### config.mk
export PLATFORM = sky130hd
export DESIGN_NAME = ysyx_23060208_idu
export DESIGN_NICKNAME = d
export VERILOG_FILES = /design/src/rtl/ysyx_23060208_idu.sv
export SDC_FILE = /design/constraint.sdc
export NUM_CORES = 1
export LEC_CHECK = 0
export ABC_CLOCK_PERIOD_IN_PS = 7100
export BUFFER_PORTS_ARGS = -buffer_cell sky130_fd_sc_hd__buf_2
export CORE_MARGIN = 4
export CORE_UTILIZATION = 34
export CTS_CLUSTER_SIZE = 25
export DETAILED_ROUTE_END_ITERATION = 7
export REMOVE_ABC_BUFFERS = 1
export SETUP_SLACK_MARGIN = 0.4
export SLEW_MARGIN = 10
export SYNTH_ARGS = -nofsm -noshare
export SYNTH_HDL_FRONTEND = slang
export SYNTH_SLANG_ARGS = --single-unit
### constraint.sdc
create_clock -name clk -period 7.1 [get_ports clk]
set_input_delay 0.71 -clock clk [delete_from_list [all_inputs] [get_ports clk]]
set_output_delay 0.71 -clock clk [all_outputs]
set_load 0.02 [all_outputs]
### src/rtl/ysyx_23060208_idu.sv
// RV32I decode stage: one registered output slot between fetch and EXU,
// pass-through ready, EXU flush, and a wrapping delivered-instruction count.
module ysyx_23060208_idu #(
    parameter int DATA_WIDTH = 32
) (
    input  logic                    clk,
    input  logic                    rst,
    input  logic [2*DATA_WIDTH-1:0] ifu_to_idu_data_i,
    input  logic                    ifu_to_idu_valid,
    output logic                    idu_to_ifu_ready,
    input  logic                    flush,
    output logic                    idu_to_exu_valid,
    input  logic                    exu_to_idu_ready,
    output logic [DATA_WIDTH-1:0]   idu_pc,
    output logic [DATA_WIDTH-1:0]   idu_inst,
    output logic [31:0]             idu_imm,
    output logic [4:0]              idu_rs1,
    output logic [4:0]              idu_rs2,
    output logic [4:0]              idu_rd,
    output logic [2:0]              idu_funct3,
    output logic                    idu_funct7b5,
    output logic [3:0]              idu_opclass,
    output logic                    idu_rf_wen,
    output logic                    idu_illegal,
    output logic [31:0]             idu_inst_cnt
);
    logic [DATA_WIDTH-1:0] pc, inst;
    assign pc   = ifu_to_idu_data_i[2*DATA_WIDTH-1:DATA_WIDTH];
    assign inst = ifu_to_idu_data_i[DATA_WIDTH-1:0];

    logic accept, drain;
    assign idu_to_ifu_ready = !flush & (!idu_to_exu_valid | exu_to_idu_ready);
    assign accept = ifu_to_idu_valid & idu_to_ifu_ready;
    assign drain  = idu_to_exu_valid & exu_to_idu_ready;

    logic [31:0] imm_i, imm_s, imm_b, imm_u, imm_j;
    assign imm_i = {{20{inst[31]}}, inst[31:20]};
    assign imm_s = {{20{inst[31]}}, inst[31:25], inst[11:7]};
    assign imm_b = {{19{inst[31]}}, inst[31], inst[7], inst[30:25], inst[11:8], 1'b0};
    assign imm_u = {inst[31:12], 12'b0};
    assign imm_j = {{11{inst[31]}}, inst[31], inst[19:12], inst[20], inst[30:21], 1'b0};

    logic [3:0]  opclass_d;
    logic [31:0] imm_d;
    logic        wen_d, ill_d;

    // Full 7-bit opcode match also rejects compressed encodings (inst[1:0]!=11).
    always_comb begin
        opclass_d = 4'd15;
        imm_d     = '0;
        wen_d     = 1'b0;
        ill_d     = 1'b0;
        case (inst[6:0])
            7'b0110111: begin opclass_d = 4'd0;  imm_d = imm_u; wen_d = 1'b1; end
            7'b0010111: begin opclass_d = 4'd1;  imm_d = imm_u; wen_d = 1'b1; end
            7'b1101111: begin opclass_d = 4'd2;  imm_d = imm_j; wen_d = 1'b1; end
            7'b1100111: begin opclass_d = 4'd3;  imm_d = imm_i; wen_d = 1'b1; end
            7'b1100011: begin opclass_d = 4'd4;  imm_d = imm_b; end
            7'b0000011: begin opclass_d = 4'd5;  imm_d = imm_i; wen_d = 1'b1; end
            7'b0100011: begin opclass_d = 4'd6;  imm_d = imm_s; end
            7'b0010011: begin opclass_d = 4'd7;  imm_d = imm_i; wen_d = 1'b1; end
            7'b0110011: begin opclass_d = 4'd8;  wen_d = 1'b1; end
            7'b1110011: begin opclass_d = 4'd9;  imm_d = imm_i; wen_d = (inst[14:12] != 3'd0); end
            7'b0001111: begin opclass_d = 4'd10; imm_d = imm_i; end
            default:    ill_d = 1'b1;
        endcase
        wen_d = wen_d & (inst[11:7] != 5'd0);
    end

    always_ff @(posedge clk or posedge rst) begin
        if (rst) begin
            idu_to_exu_valid <= 1'b0;
            idu_pc           <= '0;
            idu_inst         <= '0;
            idu_imm          <= '0;
            idu_rs1          <= '0;
            idu_rs2          <= '0;
            idu_rd           <= '0;
            idu_funct3       <= '0;
            idu_funct7b5     <= 1'b0;
            idu_opclass      <= '0;
            idu_rf_wen       <= 1'b0;
            idu_illegal      <= 1'b0;
            idu_inst_cnt     <= '0;
        end else begin
            if (accept) begin
                idu_to_exu_valid <= 1'b1;
                idu_pc           <= pc;
                idu_inst         <= inst;
                idu_imm          <= imm_d;
                idu_rs1          <= inst[19:15];
                idu_rs2          <= inst[24:20];
                idu_rd           <= inst[11:7];
                idu_funct3       <= inst[14:12];
                idu_funct7b5     <= inst[30];
                idu_opclass      <= opclass_d;
                idu_rf_wen       <= wen_d;
                idu_illegal      <= ill_d;
            end else if (drain || flush) begin
                idu_to_exu_valid <= 1'b0;
            end
            if (drain)
                idu_inst_cnt <= idu_inst_cnt + 32'd1;
        end
    end
endmodule

==> out/metrics.csv, run 1 <==
stage,metric,value,unit
global_route,antenna_found_initial,1,
power,pwr-share-seq,41.2,%
clocking,cts_buffers,17,
sta,fin_worst_skew,6.02,ps
sta,rsz0062_at_grt,no,
logic_synthesis,yosys_warnings,0,
logic_synthesis,synth_cells,638,
clocking,cts_max_path_buffers,2,
floorplanning,num_rows,48,
sta,hold_viol_final,0,
layout,final_area,7770,sq um
layout,multi_input_area,2340,sq um
floorplanning,die_h,141,um
global_route,grt_overflow_total,0,
hold_path,hold_class,input pin to asynchronous set/reset pin,
power,leakage,4.04,nW
worst_setup_path,slowest_stage,a211oi_1,
placed_design,dp_slack,4300,ps
worst_setup_path,worstSetupEndpoint,idu_imm[14],
layout,drive_above_1_share,32.1,%
layout,seq_area,3380,sq um
sta,post-route-period-util,33.0,%
drt,via_count,5106,
sta,fmax,0.427,GHz
logic_synthesis,synth_top_area_share,56.1,%
clocking,cts_setup_buffers,0,
worst_setup_path,cp_max_fo,83,
power,p_sw,710,uW
power,clkPwrFrac,39.0,%
logic_synthesis,synthArstFlopShare,100,%
layout,diodes,0,
worst_setup_path,r2r_start,idu_to_exu_valid,
logic_synthesis,ys_top_cells_by_area,"dfrtp_1 (56%), nand2_1 (13%), xnor2_1 (3.6%)",
placed_design,gp_congestion,0.815,
clocking,path_clk_slew,60,ps
worst_setup_path,crit_chain,buf_2 -> nand2b_1 -> nand3_4 -> buf_4 -> a211oi_1 -> a211oi_1,
drt,routed_via_density,4.76,
logic_synthesis,synth-seq-cells,135,
logic_synthesis,ys.flop_type,dfrtp_1,
power,swShare,31.6,%
clocking,clock_sinks,135,
drt,antenna_left,0,
layout,num-fill-cells,1691,
worst_setup_path,crit_arrival,2570,ps
worst_setup_path,regToRegEndpoint,idu_imm[14],
layout,final_cell_mix,"buf_2 (223), nand2_1 (214), dfrtp_1 (135)",
clocking,cts_max_level,4,
layout,finalNetCount,904,
power,power_density,289,nW/um^2
floorplanning,die_area,19900,sq um
global_route,grt.total_usage,16.5,%
clocking,hold_buffers,0,
logic_synthesis,ys_types,51,
floorplanning,core_area,17300,sq um
placed_design,port_buffers,223,
clocking,clkLatencyLatePin,410,ps
logic_synthesis,synth_top_area_cell,dfrtp_1,
sta,slew_viol_final,0,
worst_setup_path,worstSetupStartpointType,input pin,
clocking,tritoncts,built,
logic_synthesis,syn_area,6020,sq um
layout,final_common_cell,buf_2,
worst_setup_path,path_class,input pin to flip-flop,
drt,drt_iter0_drc,274,
outcome,outcome,finished clean,
drt,route.detailed.drc,0,
clocking,root_buffer,clkbuf_16,
placed_design,dpl-instance-area,7180,sq um
floorplanning,ios,224,
global_route,grt_max_degree,98,
sta,worstMarginPinSlew,1010,ps
worst_setup_path,cp-startpoint,exu_to_idu_ready,
logic_synthesis,synth.avg_cell_area,9.43,sq um
power,ir_drop,0.000154,V
worst_setup_path,cp-end-kind,flip-flop,
logic_synthesis,synth_edf_count,0,
job,maxCapViolations,0,
worst_setup_path,worst_path_most_repeated_cell,a211oi_1,
worst_setup_path,reg2reg_depth,5,
clocking,cts_resized,0,
layout,syn_to_final_growth,29.2,%
drt,post_drt_wl_per_cell,15.4,um
sta,setup_viol,0,
floorplanning,start_util,34.8,%
worst_setup_path,cp.required,7330,ps
sta,final.setup.tns,0,ps
logic_synthesis,seq_area_frac_synth,56.1,%
power,internal_power,1.53,mW
worst_setup_path,critical_path.max_stage_delay,890,ps
global_route,grt_pass1_wl,26.5,mm
drt,totalWireLength,16.5,mm
floorplanning,chipWidth,141,um
drt,first_pass_iters,4,
global_route,grt_pass1_vias,5073,
placed_design,hpwl,11.5,mm
power,combPwrFrac,19.7,%
sta,min_period,2340,ps
sta,layout_setup_ws,4760,ps
sta,relSlewSlack,31.7,%
worst_setup_path,worst-r2r-setup-slack,4770,ps
kinds of logic (layout without fill, tap and decap cells):
| kind of cell | count (synthesis) | in the layout | share of synthesized area [%] |
|---|---|---|---|
| muxes | 4 | 4 | 0.707 |
| adders and majority gates | 1 | 1 | 0.208 |
| xor gates and xnor gates | 31 | 31 | 4.51 |
| AOI/OAI and AO/OA | 87 | 87 | 9.52 |
| buffers and inverters | 59 | 268 | 5.30 |
| DFF | 135 | 135 | 56.1 |
| and+or+nand+nor | 321 | 321 | 23.6 |
worst min path at each step:
stage / slack (ps) / endpoint / start / depth (start not counted)
CTS: 460 / idu_to_exu_valid / flush / 2
global route: 470 / idu_to_exu_valid / flush / 2
global placement: 450 / idu_pc[16] / idu_pc[16] / 2
finish: 430 / idu_inst_cnt[9] / rst / 2
detailed placement: 460 / idu_pc[28] / idu_pc[28] / 2
floorplan: 580 / idu_inst_cnt[31] / idu_inst_cnt[31] / 1
layout make-up:
type / count / share of cell area (%)
inverter: 9 / 0.499
sequential: 135 / 43.5
multi-input combinational: 444 / 30.1
tap: 225 / 3.62
clock inverter: 13 / 1.90
timing repair buffer: 227 / 14.7
clock buffer: 19 / 5.70
power by group through the flow:
stage / Combinational, mW / Sequential [mW] / Clock, mW
floorplan: 0.129 / 1.07 / 0
global placement: 0.446 / 0.937 / 0
detailed placement: 0.451 / 0.938 / 0
CTS: 0.451 / 0.927 / 0.899
global route: 0.484 / 0.939 / 0.933
finish: 0.443 / 0.925 / 0.876
Yosys cell counts, types with 2 or more instances:
master,n
nand2_1,214
dfrtp_1,135
nor2_1,38
a21oi_1,25
xnor2_1,25
nand3_1,22
buf_4,21
clkbuf_1,14
o21ai_0,14
a211oi_1,10
buf_2,9
inv_1,9
nand4_1,9
a31oi_1,7
nand2b_1,7
a22o_1,6
o211ai_1,6
xor2_1,6
and3_1,5
buf_1,5
nor2b_1,5
and4_1,4
nor3_1,3
nor4_1,3
nor4_4,3
a211oi_2,2
mux2_2,2
mux2i_1,2
o2111ai_1,2
o21bai_1,2
o22ai_1,2
o32a_1,2
worst max-delay path: cells and delay by family:
family / cells / cell delay [ps]
buf+inv: 2 / 490
simple gates: 2 / 280
compound gates: 2 / 1060
flip-flops by register name, summed over array words and instances (netlist names):
name and cells:
idu_illegal 1, idu_imm 32, idu_inst 32, idu_inst_cnt 32, idu_opclass 4, idu_pc 32
idu_rf_wen 1, idu_to_exu_valid 1
per-stage QoR:
step                hold WS (ps)  util, %  power (mW)  std cells
floorplan                    582        -        1.20        588
global placement             453     41.5        1.38       1040
detailed placement           457     41.5        1.39       1040
CTS                          459     44.9        2.28       1072
global route                 470     44.9        2.36       1072
finish                       432     44.9        2.24       1072
per-layer routing:
| layer | global-route usage [%] | part of all wire [%] | vias to the layer above |
|---|---|---|---|
| li1 | - | - | 2499 |
| met1 | 22.0 | 45 | 2410 |
| met2 | 25.3 | 45 | 177 |
| met3 | 5.77 | 8.1 | 18 |
| met4 | 5.46 | 1.5 | 2 |
| met5 | 0 | 0.073 | - |
Note: power is estimated with default switching activity, not from simulation.
==> inputs of run 2 (changes only) <==
ABC_CLOCK_PERIOD_IN_PS = 1900   (was 7100)
clock period = 1.9 ns   (was 7.1 ns; I/O delays follow)
==> run 2 against run 1 <==
Global-route usage increased by 1.8 points. Clock-buffer cell count rose by 3. First-iteration DRC count is 5.5% higher. Setup slack worse by 4400 ps. Cell area grew 12%. Non-clock buffer count up 89. Core utilization up 5.6 points. Register-to-register slack got worse by 4400 ps. Sequential power rose to 3.7 times the previous value. Via count increased by 7.8%. Critical path depth shrank 2. Wire length increased by 9.3%.
==> out/metrics.csv, run 2 (synthesis results as in run 1) <==
stage,metric,value,unit,change
job,maxCapViolations,0,,unchanged
layout,final_cell_mix,"buf_2 (222), nand2_1 (212), dfrtp_1 (131)",,"was buf_2 (223), nand2_1 (214), dfrtp_1 (135)"
sta,setup_viol,0,,unchanged
placed_design,hpwl,12.4,mm,was 11.5 mm
outcome,outcome,finished clean,,unchanged
worst_setup_path,path_class,flip-flop to primary output,,was input pin to flip-flop
sta,min_period,1520,ps,
layout,drive_above_1_share,35.2,%,was 32.1%
drt,via_count,5505,,"was 5,106"
sta,fmax,0.658,GHz,
global_route,grt_overflow_total,0,,unchanged
drt,route.detailed.drc,0,,unchanged
drt,post_drt_wl_per_cell,15.6,um,was 15.4 um
worst_setup_path,cp-end-kind,primary output,,was flip-flop
clocking,clock_sinks,135,,unchanged
worst_setup_path,cp-startpoint,idu_to_exu_valid,,was exu_to_idu_ready
floorplanning,start_util,34.8,%,unchanged
sta,relSlewSlack,67.2,%,was 31.7%
clocking,path_clk_slew,60,ps,about the same
sta,hold-worst-slack,26.5,ps,was 432 ps
global_route,antenna_found_initial,0,,was 1
floorplanning,num_rows,48,,unchanged
placed_design,gp_congestion,0.881,,was 0.815
hold_path,min_from,ifu_to_idu_data_i[24],,
power,leakage,4.48,nW,was 4.04 nW
clocking,cts_max_level,4,,unchanged
floorplanning,ios,224,,unchanged
clocking,cts_max_path_buffers,2,,unchanged
worst_setup_path,r2r_start,idu_inst_cnt[11],,was idu_to_exu_valid
sta,rsz0062_at_grt,yes,,was no
floorplanning,chipWidth,141,um,unchanged
worst_setup_path,worstSetupStartpointType,flip-flop,,was input pin
placed_design,dp_slack,132,ps,was 4300 ps
drt,totalWireLength,18.1,mm,was 16.5 mm
worst_setup_path,worstSetupEndpoint,idu_to_ifu_ready,,was idu_imm[14]
worst_setup_path,regToRegEndpoint,idu_inst_cnt[28],,was idu_imm[14]
placed_design,port_buffers,223,,unchanged
sta,hold_viol_final,0,,unchanged
drt,antenna_left,0,,unchanged
drt,drt_iter0_drc,289,,was 274
clocking,cts_buffers,17,,unchanged
layout,syn_to_final_growth,45.3,%,was 29.2%
sta,fin_worst_skew,5.09,ps,was 6.02 ps
worst_setup_path,cp_max_fo,4,,was 83
floorplanning,core_area,17300,sq um,unchanged
drt,first_pass_iters,4,,unchanged
clocking,clkLatencyLatePin,410,ps,about the same
worst_setup_path,reg2reg_depth,6,,was 5
sta,slew_viol_final,0,,unchanged
layout,final_common_cell,buf_2,,unchanged
global_route,grt_pass1_vias,5629,,"was 5,073"
sta,layout_setup_ws,381,ps,was 4760 ps
floorplanning,die_h,141,um,unchanged
power,power_density,986,nW/um^2,was 289 nW/um^2
clocking,root_buffer,clkbuf_16,,unchanged
power,power,8.62,mW,was 2.24 mW
layout,finalNetCount,994,,was 904
global_route,grt_pass1_wl,29.4,mm,was 26.5 mm
worst_setup_path,worst-r2r-setup-slack,420,ps,was 4770 ps
sta,post-route-period-util,79.9,%,
hold_path,hold_class,input pin to flip-flop,,was input pin to asynchronous set/reset pin
layout,diodes,0,,unchanged
global_route,grt.total_usage,18.3,%,was 16.5%
sta,worstMarginPinSlew,491,ps,was 1010 ps
clocking,tritoncts,built,,unchanged
worst_setup_path,cp.required,1710,ps,was 7330 ps
drt,routed_via_density,4.75,,was 4.76
sta,final.setup.tns,0,ps,unchanged
power,ir_drop,0.000587,V,was 0.000154 V
worst_setup_path,crit_arrival,1330,ps,was 2570 ps
floorplanning,die_area,19900,sq um,unchanged
global_route,grt_max_degree,48,,was 98
## run 2: cell count changes in the layout (fill, tap and decap cells not counted), sizes merged
cell         delta
bufbuf          +1
and3            +1
dlygate4sd3    +50
buf            +38
inv             -2
clkinv          -2
clkbuf          +3
clkinvlp        -1
## run 2: worst min path at each step
stage / to / slack, ps / cells past startpoint
2_1_floorplan: idu_to_exu_valid / 260 / 1
4_1_cts: idu_inst[24] / 8 / 3
3_3_place_gp: idu_inst_cnt[8] / 200 / 2
5_1_grt: idu_inst[23] / 10 / 3
3_5_place_dp: idu_inst_cnt[6] / 200 / 2
6_report: idu_inst[24] / 30 / 3
## run 2: metrics by stage
step / std cells / instance area [sq um] / util, %
final: 1160 / 8740 / 50.5
after global routing: 1160 / 8740 / 50.5
after CTS: 1156 / 8660 / 50.1
after detailed placement: 1062 / 7400 / 42.8
after global placement: 1062 / 7400 / 42.8
after floorplan: 588 / 5730 / -
## run 2: power breakdown
part	total, mW	internal [mW]	switching [mW]
sequential	3.44	3.22	0.219
clock	3.24	2.05	1.19
combinational	1.94	0.726	1.21
## run 2: timing repair
action / CTS / global route
cloned: 3 / 0
hold endpoints to repair: 78 / 0
endpoints found under the setup margin: 41 / 78
gates resized for setup: 12 / 16
hold buffers: 50 / 0
pin swaps: 4 / 3
buffers inserted: 11 / 4
## run 2: routing by layer
layer	share of wire, %	global-route usage (%)
met1	43	23.1
met2	48	30.4
met3	7.9	6.14
met4	1.1	4.49
met5	0	0
## run 2: cell type report
type                            instances  area, sq um
Fill cell                            1601         8560
Timing Repair Buffer                  316         2030
Clock inverter                          8         97.6
Inverter                                9         38.8
Multi-Input combinational cell        445         2430
Sequential cell                       135         3380
Tap cell                              225          282
Clock buffer                           22          484
## run 2: worst max-delay path: stages (launching register included)
cell,delay [ps]
dfrtp_1,430
buf_6,140
nor2b_4,120
nor2_1,100
buf_4,140
==> inputs of run 3 (changes only) <==
ABC_CLOCK_PERIOD_IN_PS = 1600   (was 1900)
clock period = 1.6 ns   (was 1.9 ns; I/O delays follow)
==> run 3 against run 2 <==
Cell count is 9.0% higher. Core utilization is 13 points higher. Register-to-register slack got worse by 400 ps. Via count is 15% higher. Critical path type is now flip-flop to flip-flop. Critical path depth up 4. First-iteration DRC count grew 20%. Largest power group unchanged. Combinational power is 67% higher.
==> out/metrics.csv, run 3 (synthesis results as in run 1) <==
stage,metric,value,unit,change
sta,hold-worst-slack,17.8,ps,was 26.5 ps
placed_design,port_buffers,223,,unchanged
sta,post-route-period-util,98.6,%,
layout,final_cell_mix,"buf_2 (200), dfrtp_1 (127), nand2_1 (112)",,"was buf_2 (222), nand2_1 (212), dfrtp_1 (131)"
worst_setup_path,reg2reg_depth,8,,was 6
worst_setup_path,regToRegEndpoint,idu_inst_cnt[5],,was idu_inst_cnt[28]
worst_setup_path,cp-startpoint,idu_to_exu_valid,,unchanged
global_route,grt_max_degree,48,,unchanged
floorplanning,die_area,19900,sq um,unchanged
sta,hold_viol_final,0,,unchanged
floorplanning,core_area,17300,sq um,unchanged
power,p_sw,3.73,mW,was 2.62 mW
power,clkPwrFrac,33.8,%,was 37.6%
floorplanning,die_h,141,um,unchanged
sta,min_period,1580,ps,
clocking,path_clk_slew,60,ps,about the same
power,ir_drop,0.000689,V,was 0.000587 V
clocking,cts_max_path_buffers,2,,unchanged
clocking,clkLatencyLatePin,420,ps,was 410 ps
worst_setup_path,crit_arrival,1900,ps,was 1330 ps
drt,met2_length,12.0,mm,was 8.65 mm
clocking,tritoncts,built,,unchanged
sta,worstMarginPinSlew,838,ps,was 491 ps
layout,finalNetCount,1096,,was 994
drt,routed-wl-met3,1.46,mm,was 1.43 mm
job,maxCapViolations,0,,unchanged
placed_design,hpwl,12.8,mm,was 12.4 mm
layout,drive_above_1_share,57.7,%,was 35.2%
power,internal_power,7.42,mW,was 6.00 mW
worst_setup_path,worstSetupEndpoint,idu_inst_cnt[5],,was idu_to_ifu_ready
drt,totalWireLength,23.5,mm,was 18.1 mm
drt,route.detailed.drc,0,,unchanged
floorplanning,num_rows,48,,unchanged
worst_setup_path,path_class,flip-flop to flip-flop,,was flip-flop to primary output
sta,fin_worst_skew,7.46,ps,was 5.09 ps
worst_setup_path,slowest_stage,dfrtp_1,,unchanged
floorplanning,ios,224,,unchanged
drt,routedLengthMet1,9.67,mm,was 7.81 mm
clocking,root_buffer,clkbuf_16,,unchanged
drt,post_drt_wl_per_cell,18.6,um,was 15.6 um
hold_path,hold_class,input pin to flip-flop,,unchanged
worst_setup_path,crit_chain,nand4_1 -> buf_6 -> buf_4 -> buf_6 -> buf_6 -> inv_4 -> nand4_1 -> xnor2_1,,was buf_6 -> nor2b_4 -> nor2_1 -> buf_4
drt,topRoutingLayerUsed,met4,,unchanged
drt,via_count,6344,,"was 5,505"
drt,routed_via_density,5.02,,was 4.75
global_route,grt_pass1_vias,5846,,"was 5,629"
floorplanning,start_util,34.8,%,unchanged
worst_setup_path,worst-r2r-setup-slack,20,ps,was 420 ps
sta,relSlewSlack,42.7,%,was 67.2%
power,combPwrFrac,29.1,%,was 22.5%
worst_setup_path,worstSetupStartpointType,flip-flop,,unchanged
worst_setup_path,r2r_start,idu_to_exu_valid,,was idu_inst_cnt[11]
power,swShare,33.4,%,was 30.4%
worst_setup_path,cp-end-kind,flip-flop,,was primary output
power,pwr-share-seq,37.1,%,was 39.9%
sta,setup_viol,0,,unchanged
layout,syn_to_final_growth,83.4,%,was 45.3%
layout,final_common_cell,buf_2,,unchanged
clocking,cts_max_level,4,,unchanged
placed_design,gp_congestion,0.872,,was 0.881
drt,antenna_left,0,,unchanged
worst_setup_path,cp.required,1930,ps,was 1710 ps
floorplanning,chipWidth,141,um,unchanged
sta,rsz0062_at_grt,yes,,unchanged
power,leakage,5.60,nW,was 4.48 nW
outcome,outcome,finished clean,,unchanged
worst_setup_path,worst_path_most_repeated_cell,buf_6,,
sta,slew_viol_final,0,,unchanged
power,power_density,1010,nW/um^2,was 986 nW/um^2
clocking,cts_buffers,17,,unchanged
sta,fmax,0.634,GHz,
power,power,11.1,mW,was 8.62 mW
clocking,clock_sinks,135,,unchanged
global_route,antenna_found_initial,0,,unchanged
global_route,grt.total_usage,19.3,%,was 18.3%
layout,diodes,0,,unchanged
global_route,grt_pass1_wl,30.8,mm,was 29.4 mm
drt,first_pass_iters,5,,was 4
global_route,grt_overflow_total,0,,unchanged
worst_setup_path,critical_path.max_stage_delay,440,ps,was 430 ps
drt,drt_iter0_drc,348,,was 289
worst_setup_path,cp_max_fo,3,,was 4
==> run 3: cell types whose count changed in the layout (fill, tap and decap cells not counted), moves of 22 or more <==
| cell | change |
|---|---|
| buf_2 | -22 |
| buf_4 | +35 |
| buf_6 | +56 |
| nand2_1 | -100 |
| nand2_2 | +65 |
| nand2_4 | +35 |
| nor2_1 | -23 |
==> run 3: what timing repair did <==
| action | 4_1_cts | 5_1_grt |
|---|---|---|
| endpoints found under the setup margin | 153 | 165 |
| pin swaps | 27 | 128 |
| hold buffers | 56 | 0 |
| gates cloned | 4 | 17 |
| resized for setup | 71 | 309 |
| hold endpoints to repair | 93 | 0 |
| buffers inserted | 15 | 43 |
==> run 3: stage by stage <==
stage | util, % | setup WS (ps) | instances | setup TNS [ps] | cell area, sq um
CTS | 53.4 | 99.0 | 1204 | 0 | 9230
finish | 63.8 | 22.0 | 1264 | 0 | 11000
detailed placement | 44.4 | -227 | 1097 | -1830 | 7670
floorplan | - | -2170 | 588 | -415930 | 5730
global placement | 44.4 | -198 | 1097 | -1520 | 7670
global route | 63.8 | -65.3 | 1264 | -238 | 11000
==> run 3: how the worst min path moves through the flow <==
stage | from | endpoint | slack (ps) | depth (start not counted)
final | ifu_to_idu_data_i[20] | idu_imm[20] | 20 | 3
after global routing | ifu_to_idu_data_i[20] | idu_imm[20] | 7 | 3
after CTS | ifu_to_idu_data_i[20] | idu_imm[20] | 0.4 | 3
after detailed placement | rst | idu_inst_cnt[2] | 150 | 2
after global placement | rst | idu_inst_cnt[2] | 150 | 2
after floorplan | flush | idu_to_exu_valid | 230 | 1
==> run 3: power by group through the flow <==
stage          Clock [mW]  Sequential (mW)  Combinational (mW)
6_report             3.77             4.13                3.24
4_1_cts              3.84             4.06                2.51
3_3_place_gp            0             4.11                2.20
3_5_place_dp            0             4.11                2.22
2_1_floorplan           0             4.74               0.572
5_1_grt              4.01             4.19                3.43
==> run 3: per-layer routing <==
metal  vias to the layer above  track usage (%)
met2                       229             30.8
met4                         0             5.35
li1                       2904                -
met3                        31             5.60
met5                         -                0
met1                      3180             25.8
==> run 3: final cells by class <==
cell class              instances  area, sq um
clock buffers                  18          439
multi-input cells             445         3300
fillers                      1324         6260
inverters                       9         41.3
flip-flops and latches        135         3390
well taps                     225          282
clock inverters                14          126
repair buffers                418         3460
==> run 3: critical path: cells and delay by family, from the launching register on <==
| kind | cells | cell delay (ps) |
|---|---|---|
| buf+inv | 5 | 580 |
| flops | 1 | 440 |
| simple gates | 2 | 270 |
| xor+xnor | 1 | 210 |
